File: src/rtl/uart_pkg.sv
// Shared UART definitions: transmit FSM state encoding and line levels.
package uart_pkg;

  typedef enum logic [2:0] {
    IDLE,
    START,
    DATA,
    PARITY,
    STOP
  } uart_tx_state_e;

  localparam logic UART_IDLE_LEVEL  = 1'b1;
  localparam logic UART_START_LEVEL = 1'b0;

endpackage

File: src/rtl/uart_bit_timer.sv
// Loadable bit-period down-counter. A load stores the period and starts the
// first bit; while run is high, bit_done pulses on the last cycle of every
// bit and the counter reloads from the stored period.
module uart_bit_timer #(
  parameter int WIDTH = 16
) (
  input  logic             clk,
  input  logic             rst,
  input  logic             load,
  input  logic [WIDTH-1:0] load_val,
  input  logic             run,
  output logic             bit_done
);

  logic [WIDTH-1:0] period_reg;
  logic [WIDTH-1:0] count_reg;

  assign bit_done = run && !load && (count_reg == WIDTH'(1));

  // Period capture on load, then count down and reload at each bit boundary.
  always_ff @(posedge clk) begin
    if (rst) begin
      period_reg <= '0;
      count_reg  <= '0;
    end else if (load) begin
      period_reg <= load_val;
      count_reg  <= load_val;
    end else if (run) begin
      if (count_reg == WIDTH'(1)) begin
        count_reg <= period_reg;
      end else begin
        count_reg <= count_reg - WIDTH'(1);
      end
    end
  end

endmodule

File: src/rtl/axis_uart_tx.sv
// AXI-Stream to UART transmitter: start bit, DATA_WIDTH data bits LSB first,
// optional parity bit, STOP_BITS stop bits. The line idles high.
// Build option: define UART_TX_PARITY_EN to insert a parity bit after the
// data bits (even parity, or odd when PARITY_ODD=1).
module axis_uart_tx
  import uart_pkg::*;
#(
  parameter int DATA_WIDTH     = 8,
  parameter int PRESCALE_WIDTH = 16,
  parameter int STOP_BITS      = 1,
  parameter int PARITY_ODD     = 0
) (
  input  logic                      clk,
  input  logic                      rst,
  input  logic [DATA_WIDTH-1:0]     s_axis_tdata,
  input  logic                      s_axis_tvalid,
  output logic                      s_axis_tready,
  output logic                      txd,
  output logic                      busy,
  input  logic [PRESCALE_WIDTH-1:0] prescale
);

  localparam int CNT_W = $clog2(DATA_WIDTH + 1);

  uart_tx_state_e            state_reg, state_next;
  logic                      txd_reg, txd_next;
  logic                      busy_reg, busy_next;
  logic [DATA_WIDTH-1:0]     shift_reg, shift_next;
  logic [CNT_W-1:0]          bit_cnt_reg, bit_cnt_next;
  logic                      load;
  logic                      bit_done;
  logic [PRESCALE_WIDTH-1:0] prescale_eff;

  // A prescale of zero would never expire, so it runs as one cycle per bit.
  assign prescale_eff  = (prescale == '0) ? PRESCALE_WIDTH'(1) : prescale;
  assign s_axis_tready = (state_reg == IDLE) && !rst;
  assign txd           = txd_reg;
  assign busy          = busy_reg;

  uart_bit_timer #(
    .WIDTH(PRESCALE_WIDTH)
  ) u_bit_timer (
    .clk     (clk),
    .rst     (rst),
    .load    (load),
    .load_val(prescale_eff),
    .run     (state_reg != IDLE),
    .bit_done(bit_done)
  );

`ifdef UART_TX_PARITY_EN
  logic parity_reg;

  // Parity of the accepted word, captured at the handshake.
  always_ff @(posedge clk) begin
    if (rst) begin
      parity_reg <= 1'b0;
    end else if (load) begin
      parity_reg <= (^s_axis_tdata) ^ (PARITY_ODD != 0);
    end
  end
`else
  logic unused_parity_odd;
  assign unused_parity_odd = (PARITY_ODD != 0);
`endif

  // State, line and shifter registers; reset aborts any frame in flight.
  always_ff @(posedge clk) begin
    if (rst) begin
      state_reg   <= IDLE;
      txd_reg     <= UART_IDLE_LEVEL;
      busy_reg    <= 1'b0;
      shift_reg   <= '0;
      bit_cnt_reg <= '0;
    end else begin
      state_reg   <= state_next;
      txd_reg     <= txd_next;
      busy_reg    <= busy_next;
      shift_reg   <= shift_next;
      bit_cnt_reg <= bit_cnt_next;
    end
  end

  // Next state and next registered line level, decided at each bit boundary.
  always_comb begin
    state_next   = state_reg;
    txd_next     = txd_reg;
    busy_next    = busy_reg;
    shift_next   = shift_reg;
    bit_cnt_next = bit_cnt_reg;
    load         = 1'b0;
    case (state_reg)
      IDLE: begin
        txd_next  = UART_IDLE_LEVEL;
        busy_next = 1'b0;
        if (s_axis_tvalid && s_axis_tready) begin
          load       = 1'b1;
          shift_next = s_axis_tdata;
          state_next = START;
          txd_next   = UART_START_LEVEL;
          busy_next  = 1'b1;
        end
      end
      START: begin
        if (bit_done) begin
          state_next   = DATA;
          txd_next     = shift_reg[0];
          shift_next   = shift_reg >> 1;
          bit_cnt_next = CNT_W'(1);
        end
      end
      DATA: begin
        if (bit_done) begin
          if (bit_cnt_reg == CNT_W'(DATA_WIDTH)) begin
`ifdef UART_TX_PARITY_EN
            state_next = PARITY;
            txd_next   = parity_reg;
`else
            state_next   = STOP;
            txd_next     = UART_IDLE_LEVEL;
            bit_cnt_next = CNT_W'(1);
`endif
          end else begin
            txd_next     = shift_reg[0];
            shift_next   = shift_reg >> 1;
            bit_cnt_next = bit_cnt_reg + CNT_W'(1);
          end
        end
      end
`ifdef UART_TX_PARITY_EN
      PARITY: begin
        if (bit_done) begin
          state_next   = STOP;
          txd_next     = UART_IDLE_LEVEL;
          bit_cnt_next = CNT_W'(1);
        end
      end
`endif
      STOP: begin
        if (bit_done) begin
          if (bit_cnt_reg == CNT_W'(STOP_BITS)) begin
            state_next = IDLE;
            busy_next  = 1'b0;
          end else begin
            bit_cnt_next = bit_cnt_reg + CNT_W'(1);
          end
          txd_next = UART_IDLE_LEVEL;
        end
      end
      default: begin
        state_next = IDLE;
        txd_next   = UART_IDLE_LEVEL;
        busy_next  = 1'b0;
      end
    endcase
  end

endmodule

File: config.mk
export PLATFORM = sky130hd
export DESIGN_NAME = axis_uart_tx
export DESIGN_NICKNAME = d
export VERILOG_FILES = /design/src/rtl/uart_pkg.sv /design/src/rtl/uart_bit_timer.sv /design/src/rtl/axis_uart_tx.sv
export SDC_FILE = /design/constraint.sdc
export NUM_CORES = 1
export LEC_CHECK = 0
export BUFFER_PORTS_ARGS = -buffer_cell sky130_fd_sc_hd__buf_2
export CORE_ASPECT_RATIO = 2
export CORE_MARGIN = 4
export CORE_UTILIZATION = 55
export CTS_BUF_LIST = sky130_fd_sc_hd__clkbuf_8
export CTS_CLUSTER_SIZE = 24
export DETAILED_ROUTE_END_ITERATION = 6
export PLACE_DENSITY = 0.78
export SLEW_MARGIN = 0
export SYNTH_ARGS = -nofsm -noshare
export SYNTH_HDL_FRONTEND = slang
export SYNTH_HIERARCHICAL = 1
export SYNTH_SLANG_ARGS = --single-unit
File: constraint.sdc
create_clock -name clk -period 2.75 [get_ports clk]
set_clock_uncertainty 0.05 [all_clocks]
set_input_delay 0.4125 -clock clk [delete_from_list [all_inputs] [get_ports clk]]
set_output_delay 0.4125 -clock clk [all_outputs]
set_load 0.05 [all_outputs]
==> results.toml <==
[die]
die_area_mm2 = 0.00656
core.rowCount = 37
start_util = 0.563
die_h_um = 111
top_level_ports = 30
die_w_um = 59.3
fp.coreArea_mm2 = 0.00514

[run_status]
outcome = "completed"

[critical_path]
worstSetupStartpointType = "register"
r2r_cells = 9
startpoint = "u_bit_timer/count_reg[1]$_SDFFE_PP0P_"
reg2reg_slack_ns = 0.17
cp_max_fo = 9
cp-end-kind = "register"
arrival_ns = 2.76
setup.worst_path.class = "register to register"
reg2reg_from = "u_bit_timer/count_reg[1]$_SDFFE_PP0P_"
required_ns = 2.93
r2r_end = "shift_reg[4]$_SDFFE_PP0P_"

[logic_synthesis]
yosysSeqAreaShare = 0.339
synth_common_cells = "dfxtp_1, mux2i_1, nor2_1, clkbuf_1"
synth.top_cell.area_share = 0.339
synth-main-ff-cell = "dfxtp_1"
yosysMostFrequentCell = "dfxtp_1"
ys.warnings.count = 6
ys_seq_elements = 49
post_synth_main_area_contributors = "dfxtp_1, mux2i_1, nor2_1"
yosysTopAreaCell = "dfxtp_1"
syn_area_mm2 = 0.00289
syn_area_per_cell_um2 = 8.77
async_reset_ff_frac = 0
synth_nets = 362
synth_edf_count = 0
synth_cell_type_count = 57
syn_inst = 330

[clock_network]
numCtsBuffers = 5
cts_tree = "built"
cts-root-buf = "clkbuf_8"
h-tree-depth = 2
clkLatencyLatePin_ns = 0.30
cts_sinks = 49
cts_setup_buffers = 0
clk_pin_slew_worst_paths_ns = 0.08
clk_path_buf_depth = 2
ctsHoldBuffers = 0

[power_and_ir_drop]
pwr_density_cell_mw_per_mm2 = 637
leakage_nw = 1.32
peakVddDrop_uv = 617

[cells_and_area]
multi_input_area_mm2 = 0.00175
drive_gt1_frac = 0.210
nets = 374
fillers = 447
seq_area_um2 = 982
num_antenna_cells = 0
post-route-util = 0.623
area_delta_synth_final_pct = 10.6

[global_route]
grt_pass1_wl_mm = 11.3
grt_max_degree = 46
grt_overflow = 0
grtUsageTotal = 0.216
grt_pass1_vias = 2478
antenna_found_initial = 0

[timing]
relSlewSlack = 0.348
finalHoldViolations = 0
tns_ns = 0
period_minus_slack_ns = 2.58
fmax_mhz = 387
setup_viol = 0
worstMarginPinSlew_ns = 0.974
rsz0062_at_grt = "no"
fin_crit_sh = 0.939
slew_viol_final = 0

[routing]
wire_per_inst_um = 17.1
firstDrtPassIters = 4
viasPerCell = 6.16
dr.first_iter.drc_count = 138
vias = 2471
route.detailed.drc = 0
ant_nets = 0
routed_wirelength_mm = 6.86

[placement]
finalWeightedCongestion = 0.907
dp_hpwl_mm = 4.96
io_buffers = 29

[hold_path]
hold_class = "input port to register"
hold_depth = 3
holdCritStartpoint = "s_axis_tdata[2]"
whs_endpoint = "shift_reg[2]$_SDFFE_PP0P_"

[flow_run]
maxCapViolations = 0
-- layout by cell type (no fill, tap or decap), types with 5 or more instances in the layout --
cell type   n
a21oi_1    12
a22oi_1    12
buf_2      29
buf_4      13
clkbuf_8    6
dfxtp_1    48
inv_1      12
mux2i_1    39
nand2_1     8
nand2b_1   11
nor2_1     35
nor3_1      5
o21ai_0     7
o22ai_1    11
o2bb2ai_1   7
xor2_1      7
-- cell families (layout without fill, tap and decap cells) --
logic type,Yosys count,in the layout,share of synthesized area
multiplexers,40,40,0.139
AND/OR/NAND/NOR,101,101,0.200
adder cells (fa/ha/maj),5,5,0.0216
XOR/XNOR,10,10,0.0368
flip-flops,49,49,0.339
buffers and inverters,48,61,0.0731
AO/OA/AOI/OAI,77,77,0.191
-- critical path: stages (launching register included) --
cell and delay, ns:
dfxtp_1 0.31, inv_1 0.07, ha_2 0.19, or3b_4 0.40, or3_1 0.42, nor2_4 0.21
or2_2 0.17, o32ai_2 0.10, or3_4 0.40, o2bb2ai_1 0.17
-- power by group --
| group | switching [mW] | internal [mW] |
|---|---|---|
| Clock | 0.229 | 0.293 |
| Sequential | 0.0647 | 0.776 |
| Combinational | 0.372 | 0.304 |
| Total | 0.666 | 1.37 |
-- area by class of cell --
type / count / share of cell area
multi-input cells: 233 / 0.546
flip-flops and latches: 49 / 0.307
repair buffers: 42 / 0.0758
clock buffers: 6 / 0.0258
well taps: 58 / 0.0227
inverters: 11 / 0.0129
clock inverters: 2 / 0.0106
-- metal layers --
layer,routed length [um],vias up,GRT usage
li1,-,1219,-
met1,2530,1163,0.231
met2,3790,70,0.375
met3,274,19,0.0327
met4,265,0,0.130
met5,0,-,0
-- through the flow --
step	setup slack (ns)	power (mW)	hold WS (ns)	cells	cell area, um^2
3_5_place_dp	0.000714	1.51	0.399	393	3070
4_1_cts	0.0575	2.04	0.321	401	3190
5_1_grt	0.0199	2.15	0.336	401	3200
3_3_place_gp	0.130	1.50	0.392	393	3070
2_1_floorplan	0.0387	1.36	0.378	330	2920
6_report	0.169	2.04	0.328	401	3200
-- what timing repair did --
item / in CTS / in global routing
pin swaps: 0 / 2
hold endpoints to repair: 0 / 0
resized for setup: 1 / 2
endpoints found under the setup margin: 3 / 10
-- how the worst max path moves through the flow --
stage,to,slack [ns],cells after the start
finish,shift_reg[4]$_SDFFE_PP0P_,0.17,9
detailed placement,shift_reg[4]$_SDFFE_PP0P_,0.0007,9
global route,shift_reg[1]$_SDFFE_PP0P_,0.02,9
CTS,shift_reg[4]$_SDFFE_PP0P_,0.06,9
floorplan,bit_cnt_reg[3]$_SDFFE_PP0P_,0.04,12
global placement,shift_reg[1]$_SDFFE_PP0P_,0.13,9
Power figures use the tool's default switching activity.
